File: config.mk
export PLATFORM = sky130hd
export DESIGN_NAME = arb_rr_4_flat
export DESIGN_NICKNAME = d
export VERILOG_FILES = /design/src/rtl/arb_rr_4_if.sv /design/src/rtl/arb_rr_4.sv /design/src/flat_wrapper.sv
export SDC_FILE = /design/constraint.sdc
export NUM_CORES = 1
export LEC_CHECK = 0
export CAP_MARGIN = 20
export CORE_AREA = 2 2 39 41
export CTS_CLUSTER_SIZE = 25
export DETAILED_ROUTE_END_ITERATION = 10
export DIE_AREA = 0 0 41 43
export GPL_ROUTABILITY_DRIVEN = 0
export PLACE_DENSITY = 0.66
export SYNTH_ARGS = -nofsm -noshare
export SYNTH_HDL_FRONTEND = slang
export SYNTH_SLANG_ARGS = --single-unit
File: constraint.sdc
create_clock -name clk -period 2.1 [get_ports clk]
set_clock_uncertainty 0.2 [all_clocks]
set_input_delay 0.315 -clock clk [delete_from_list [all_inputs] [get_ports clk]]
set_output_delay 0.315 -clock clk [all_outputs]
set_load 0.1 [all_outputs]
File: src/rtl/arb_rr_4_if.sv
// Request/grant bundle between four masters and the round-robin arbiter.
// The master side drives requests and release; the slave (arbiter) side drives grants.
interface arb_rr_4_if;
  logic [3:0] req;
  logic       done;
  logic [1:0] gnt_idx;
  logic       gnt_en;
  logic [3:0] gnt;
  logic       preempt;

  modport master (
    output req,
    output done,
    input  gnt_idx,
    input  gnt_en,
    input  gnt,
    input  preempt
  );

  modport slave (
    input  req,
    input  done,
    output gnt_idx,
    output gnt_en,
    output gnt,
    output preempt
  );
endinterface

File: src/rtl/arb_rr_4.sv
// Four-requester round-robin arbiter with hold/release handshake and optional hold limit.
//   state | meaning
//   IDLE  | no owner; arbitrate from last+1 when any request is pending
//   GRANT | one owner holds the resource until done, request drop, or hold limit
module arb_rr_4 #(
  parameter int HOLD_MAX = 0
) (
  input  logic        clk,
  input  logic        rst,
  arb_rr_4_if.slave   bus
);

  typedef enum logic {IDLE, GRANT} state_e;

  localparam logic [7:0] HOLD_LAST = (HOLD_MAX == 0) ? 8'd0 : 8'(HOLD_MAX - 1);

  state_e     state_q, state_d;
  logic [1:0] last_q, last_d;
  logic [1:0] gnt_idx_q, gnt_idx_d;
  logic       gnt_en_q, gnt_en_d;
  logic [3:0] gnt_q, gnt_d;
  logic       preempt_q, preempt_d;
  logic [7:0] cnt_q, cnt_d;

  logic [1:0] win;
  logic       win_vld;
  logic [1:0] cand;
  logic       rel_done, rel_drop, rel_lim;

  // Scan starts just past the previous winner, so a released owner ranks last.
  always_comb begin
    win     = 2'd0;
    win_vld = 1'b0;
    cand    = 2'd0;
    for (int k = 0; k < 4; k++) begin
      cand = last_q + 2'd1 + 2'(k);
      if (!win_vld && bus.req[cand]) begin
        win     = cand;
        win_vld = 1'b1;
      end
    end
  end

  assign rel_done = bus.done;
  assign rel_drop = !bus.req[gnt_idx_q];
  assign rel_lim  = (HOLD_MAX != 0) && (cnt_q == HOLD_LAST);

  always_comb begin
    state_d   = state_q;
    last_d    = last_q;
    gnt_idx_d = gnt_idx_q;
    gnt_en_d  = gnt_en_q;
    gnt_d     = gnt_q;
    preempt_d = 1'b0;
    cnt_d     = cnt_q;
    case (state_q)
      IDLE: begin
        gnt_en_d = 1'b0;
        gnt_d    = 4'b0000;
        if (win_vld) begin
          state_d   = GRANT;
          gnt_idx_d = win;
          gnt_en_d  = 1'b1;
          gnt_d     = 4'b0001 << win;
          last_d    = win;
          cnt_d     = 8'd0;
        end
      end
      GRANT: begin
        if (cnt_q != 8'hff) cnt_d = cnt_q + 8'd1;
        if (rel_done || rel_drop || rel_lim) begin
          state_d   = IDLE;
          gnt_en_d  = 1'b0;
          gnt_d     = 4'b0000;
          preempt_d = rel_lim && !rel_done && !rel_drop;
        end
      end
      default: state_d = IDLE;
    endcase
  end

  always_ff @(posedge clk) begin
    if (rst) begin
      state_q   <= IDLE;
      last_q    <= 2'd3;
      gnt_idx_q <= 2'd0;
      gnt_en_q  <= 1'b0;
      gnt_q     <= 4'b0000;
      preempt_q <= 1'b0;
      cnt_q     <= 8'd0;
    end else begin
      state_q   <= state_d;
      last_q    <= last_d;
      gnt_idx_q <= gnt_idx_d;
      gnt_en_q  <= gnt_en_d;
      gnt_q     <= gnt_d;
      preempt_q <= preempt_d;
      cnt_q     <= cnt_d;
    end
  end

  assign bus.gnt_idx = gnt_idx_q;
  assign bus.gnt_en  = gnt_en_q;
  assign bus.gnt     = gnt_q;
  assign bus.preempt = preempt_q;

endmodule

File: src/flat_wrapper.sv
// flat-port wrapper written by rule: the top's interface ports become plain ports
module arb_rr_4_flat 
#(
  parameter int HOLD_MAX = 0
)
  (clk, rst, bus_req, bus_done, bus_gnt_idx, bus_gnt_en, bus_gnt, bus_preempt);
  arb_rr_4_if bus_i ();
  input  logic clk;
  input  logic rst;
  input wire logic [$bits(bus_i.req)-1:0] bus_req;
  input wire logic [$bits(bus_i.done)-1:0] bus_done;
  output wire logic [$bits(bus_i.gnt_idx)-1:0] bus_gnt_idx;
  output wire logic [$bits(bus_i.gnt_en)-1:0] bus_gnt_en;
  output wire logic [$bits(bus_i.gnt)-1:0] bus_gnt;
  output wire logic [$bits(bus_i.preempt)-1:0] bus_preempt;
  assign bus_i.req = bus_req;
  assign bus_i.done = bus_done;
  assign bus_gnt_idx = bus_i.gnt_idx;
  assign bus_gnt_en = bus_i.gnt_en;
  assign bus_gnt = bus_i.gnt;
  assign bus_preempt = bus_i.preempt;
  arb_rr_4 #(.HOLD_MAX(HOLD_MAX)) u_core (.clk(clk), .rst(rst), .bus(bus_i));
endmodule
==> flow_summary.ini, run 1 <==
[outcome]
outcome = completed

[clock_tree]
root_buffer = clkbuf_4
cts_buffers = 3
cts_resized = 0
clk_path_buf_depth = 2
h-tree-depth = 1
post_cts_buffers = 0
tritoncts = built
holdBufCountCts = 0
clock_sinks = 10
clock_latency_ps = 260
clk_pin_slew_ps = 60

[drt]
drc = 0
ant_nets = 0
wire_per_inst_um = 12.9
firstDrtPassIters = 4
via_count = 453
wirelength_um = 1130
detail_route.iter0.violations = 5
vias_per_cell = 5.15

[timing]
slew_violations = 0
hold_viol_final = 0
rsz0062_at_grt = false
finalSetupViolCount = 0
fin_crit_sh_pct = 89.4
layout_min_cycle_time_ps = 1880
fmax_mhz = 533
fin_hold_ws_ps = 258

[synth]
synthArstFlopShare_pct = 0
yosys.area.top_type = dfxtp_1
netlist_area_um2 = 495
yosys_register_bits = 10
yosysSeqAreaShare_pct = 40.4
yosys.cell_types.count = 28
synth.top_cell.area_share_pct = 40.4
synth_edf_count = 0
ys.flop_type = dfxtp_1
ys_warn_count = 0
synth_cells = 53
yosys-top-cells-area = dfxtp_1 40%, mux4_1 5.3%, a21oi_1 5.1%
synth_nets = 60
avgSynthCellArea_um2 = 9.35

[pwr]
p_comb_share_pct = 37.5
switchingPower_w = 0.000224
peakVddDrop_uv = 374
p_int_w = 0.000343
swShare_pct = 39.5
clkPwrFrac_pct = 22.2
p_leak_nw = 0.287
p_per_area_nw_per_um2 = 832
power_frac_seq_pct = 40.3
p_total_w = 0.000567

[placed_design]
dp.cells = 85
portBuffers = 13
place_area_um2 = 658
hpwl_um = 888

[die]
ioPinCount = 15
rows = 14
initial_core_util_pct = 35.8
die_y_um = 43
die_w_um = 41
core_area_um2 = 1380
dieArea_um2 = 1760

[hold_path]
hold_end = u_core.bus.gnt[2]
hp-class = register to register
hp-start = u_core.bus.gnt[2]
hold_depth = 2

[critical_path]
cp_top_family = multiplexers
start_kind = input port
r2r-start = u_core.bus.gnt_idx[0]
critPathBufInv = 1
critPathKind = input port to register
cp-end-kind = register
cp_max_fo = 5
path_cells = clkdlybuf4s50_1 -> mux4_1 -> nand3b_1 -> nor2_1 -> a21o_1
cpMaxStageDelayCell = mux4_1
crit_arrival_ps = 1830
r2r_end = u_core.bus.gnt_en
r2r_setup_slack_ps = 440
rr_worst_depth = 4
critical_path_required_ps = 2060
max_stage_delay_ps = 570

[final_layout]
diodes = 0
finalNonFillerCells = 88
layout-drive-gt1-share_pct = 30.6
multi_input_area_um2 = 268
num-fill-cells = 139
regArea_um2 = 201
fin_nets = 81
final_area_um2 = 681
area_delta_synth_final_pct = 37.4

[global_routing]
antenna_found_initial = 0
grt.total_usage_pct = 15.4
grt_pass1_vias = 443
grt_pass1_wl_um = 1810
grt-ovfl-total = 0
grt_max_degree = 11

[flow_run]
maxCapViolations = 0
## how the worst max path moves through the flow
stage,start,end,slack [ps],depth (start not counted)
2_1_floorplan,u_core.bus.gnt_idx[1],u_core.bus.gnt_en,80,4
3_3_place_gp,bus_req[0],u_core.bus.gnt[3],-20,5
3_5_place_dp,bus_req[0],u_core.bus.gnt[2],-60,5
4_1_cts,bus_req[0],u_core.bus.gnt[2],220,5
5_1_grt,bus_req[0],u_core.bus.gnt[3],160,5
6_report,bus_req[0],u_core.bus.gnt_en,220,5
## final cells by class
class,count,share of cell area [%]
multi-input cells,37,39.3
flip-flops and latches,10,29.6
repair buffers,19,23.2
clock buffers,3,3.31
well taps,16,2.94
inverters,3,1.65
## per-layer routing
layer	routed length, um	vias to the layer above	global-route usage [%]
met5	0	-	0
met4	25	0	10.0
met3	58	4	3.14
met2	556	15	25.0
met1	491	198	17.0
li1	-	236	-
## state kept, by name, summed over array words and instances (netlist names)
signal / flops
u_core.state_q: 1
u_core.bus.gnt_idx: 2
u_core.last_q: 2
u_core.bus.gnt: 4
u_core.bus.gnt_en: 1
## cells in the mapped netlist, types with 2 or more instances
| library cell | count |
|---|---|
| dfxtp_1 | 10 |
| a21oi_1 | 5 |
| nand2_1 | 4 |
| a211oi_1 | 3 |
| inv_1 | 3 |
| nor2_1 | 3 |
| nand2b_1 | 2 |
| o2bb2ai_1 | 2 |
| o32ai_1 | 2 |
## cells by family (layout without fill, tap and decap cells)
logic type,after synthesis,count (layout),share of synthesized area [%]
DFF,10,10,40.4
other,1,1,0.757
and+or+nand+nor,14,14,16.2
AOI/OAI and AO/OA,20,20,29.8
buffers and inverters,6,25,5.55
muxes,2,2,7.32
## worst register-to-register path: stages (launching register included)
cell and delay [ps]:
dfxtp_2 350, mux4_1 590, nand3b_1 150, nor2_1 80, a21o_1 190
## metrics by stage
stage | setup slack [ps] | TNS (ps) | util [%]
3_5_place_dp | -55.4 | -109 | 47.6
2_1_floorplan | 78.0 | 0 | -
6_report | 223 | 0 | 49.2
5_1_grt | 159 | 0 | 49.2
4_1_cts | 221 | 0 | 49.2
3_3_place_gp | -21.2 | -34.7 | 47.6
## power groups by stage
stage               Sequential, W  Combinational (W)  Clock (W)
finish                   0.000228           0.000212   0.000126
global route             0.000231           0.000223   0.000141
CTS                      0.000228           0.000213   0.000131
detailed placement       0.000233           0.000212          0
global placement         0.000232           0.000212          0
floorplan                0.000313          0.0000752          0
## layout by cell type, fill, tap and decap left out, types with 2 or more instances in the layout
cell type / n
nand2b_1: 2
nor2_1: 3
o2bb2ai_1: 2
dfxtp_1: 9
buf_4: 13
inv_1: 3
o32ai_1: 2
a21oi_1: 5
nand2_1: 4
a211oi_1: 3
clkdlybuf4s50_1: 6
clkbuf_4: 3
Power figures use the tool's default switching activity.
==> run 2, diff against run 1 <==
MAX_ROUTING_LAYER = met4   (was unset)
==> flow_summary.ini, run 2 (synthesized netlist as in run 1, its figures left out) <==
[outcome]
outcome = completed

[drt]
detail_route.iter0.violations = 5
wirelength_um = 1130
firstDrtPassIters = 5
via_count = 454
wire_per_inst_um = 12.9
drc = 0
vias_per_cell = 5.16
ant_nets = 0

[critical_path]
r2r_end = u_core.bus.gnt_en
critical_path_required_ps = 2070
cp_max_fo = 5
critPathKind = input port to register
start_kind = input port
crit_arrival_ps = 1850
rr_worst_depth = 4
cp-end-kind = register
r2r-start = u_core.bus.gnt_idx[0]
r2r_setup_slack_ps = 440
worstSetupStartpoint = bus_req[0]
worstSetupEndpoint = u_core.bus.gnt[2]

[die]
ioPinCount = 15
die_y_um = 43
rows = 14
initial_core_util_pct = 35.8
die_w_um = 41
dieArea_um2 = 1760
core_area_um2 = 1380

[flow_run]
maxCapViolations = 0

[clock_tree]
tritoncts = built
clock_sinks = 10
clk_path_buf_depth = 2
root_buffer = clkbuf_4
holdBufCountCts = 0
clk_pin_slew_ps = 60
h-tree-depth = 1
cts_resized = 0
post_cts_buffers = 0
cts_buffers = 3
clock_latency_ps = 260

[global_routing]
grt_max_degree = 11
grt.total_usage_pct = 15.7
antenna_found_initial = 0
grt_pass1_vias = 443
grt-ovfl-total = 0
grt_pass1_wl_um = 1790

[timing]
rsz0062_at_grt = false
fin_crit_sh_pct = 89.9
fmax_mhz = 530
finalSetupViolCount = 0
hold_viol_final = 0
layout_min_cycle_time_ps = 1890
slew_violations = 0
finalSetupTns_ps = 0

[pwr]
peakVddDrop_uv = 366
p_leak_nw = 0.287
p_per_area_nw_per_um2 = 828

[final_layout]
fin_nets = 81
final_area_um2 = 681
area_delta_synth_final_pct = 37.4
layout_common_cells = 13 x buf_4, 9 x dfxtp_1, 6 x clkdlybuf4s50_1, 5 x a21oi_1, 4 x nand2_1
num-fill-cells = 139
mostFrequentLayoutCell = buf_4
largest_reg_flops = 4
layout-drive-gt1-share_pct = 30.6
diodes = 0

[placed_design]
portBuffers = 13
hpwl_um = 888
place_area_um2 = 658

[hold_path]
hp-class = register to register
-- run 2: cell counts in the layout (fill, tap and decap cells not counted) --
No cell type changed its count.
-- run 2: worst min path at each step --
| stage | start | endpoint | depth (start not counted) |
|---|---|---|---|
| 2_1_floorplan | u_core.last_q[0] | u_core.last_q[0] | 2 |
| 3_3_place_gp | u_core.bus.gnt[2] | u_core.bus.gnt[2] | 2 |
| 3_5_place_dp | u_core.bus.gnt[3] | u_core.bus.gnt[3] | 2 |
| 4_1_cts | u_core.bus.gnt[2] | u_core.bus.gnt[2] | 2 |
| 5_1_grt | u_core.bus.gnt[3] | u_core.bus.gnt[3] | 2 |
| 6_report | u_core.bus.gnt[2] | u_core.bus.gnt[2] | 2 |
-- run 2: critical path: stages --
cell             delay [ps]
clkdlybuf4s50_1         520
nor2_4                  170
o22ai_2                 100
or4_4                   520
o32ai_1                 230
-- run 2: layer usage --
metal | up-vias | global-route usage, % | share of wire [%]
li1 | 236 | - | -
met1 | 204 | 16.7 | 43
met2 | 12 | 25.0 | 52
met3 | 2 | 3.14 | 4.3
met4 | 0 | 10.0 | 0.88
met5 | - | - | 0
-- run 2: cell type report --
cell class	instances	area (um^2)	area share, %
multi-input combinational	37	268	39.3
sequential	10	201	29.6
timing repair buffer	19	158	23.2
clock buffer	3	22.5	3.31
tap	16	20.0	2.94
inverter	3	11.3	1.65
-- run 2: power by group --
group	internal (W)	leakage, nW	total [W]	switching (W)
Clock	0.0000658	0.0138	0.000123	0.0000571
Combinational	0.0000672	0.191	0.000213	0.000145
Sequential	0.000210	0.0830	0.000228	0.0000185
Total	0.000343	0.287	0.000564	0.000221
-- run 2: per-stage QoR --
stage               utilization (%)  worst slack, ps  total power (W)  instances  hold WS, ps
floorplan                         -             78.0         0.000388         53          326
global placement               47.6            -21.2         0.000443         85          247
CTS                            49.2              221         0.000572         88          264
finish                         49.2              212         0.000564         88          258
global route                   49.2              159         0.000595         88          287
detailed placement             47.6            -55.4         0.000444         85          247
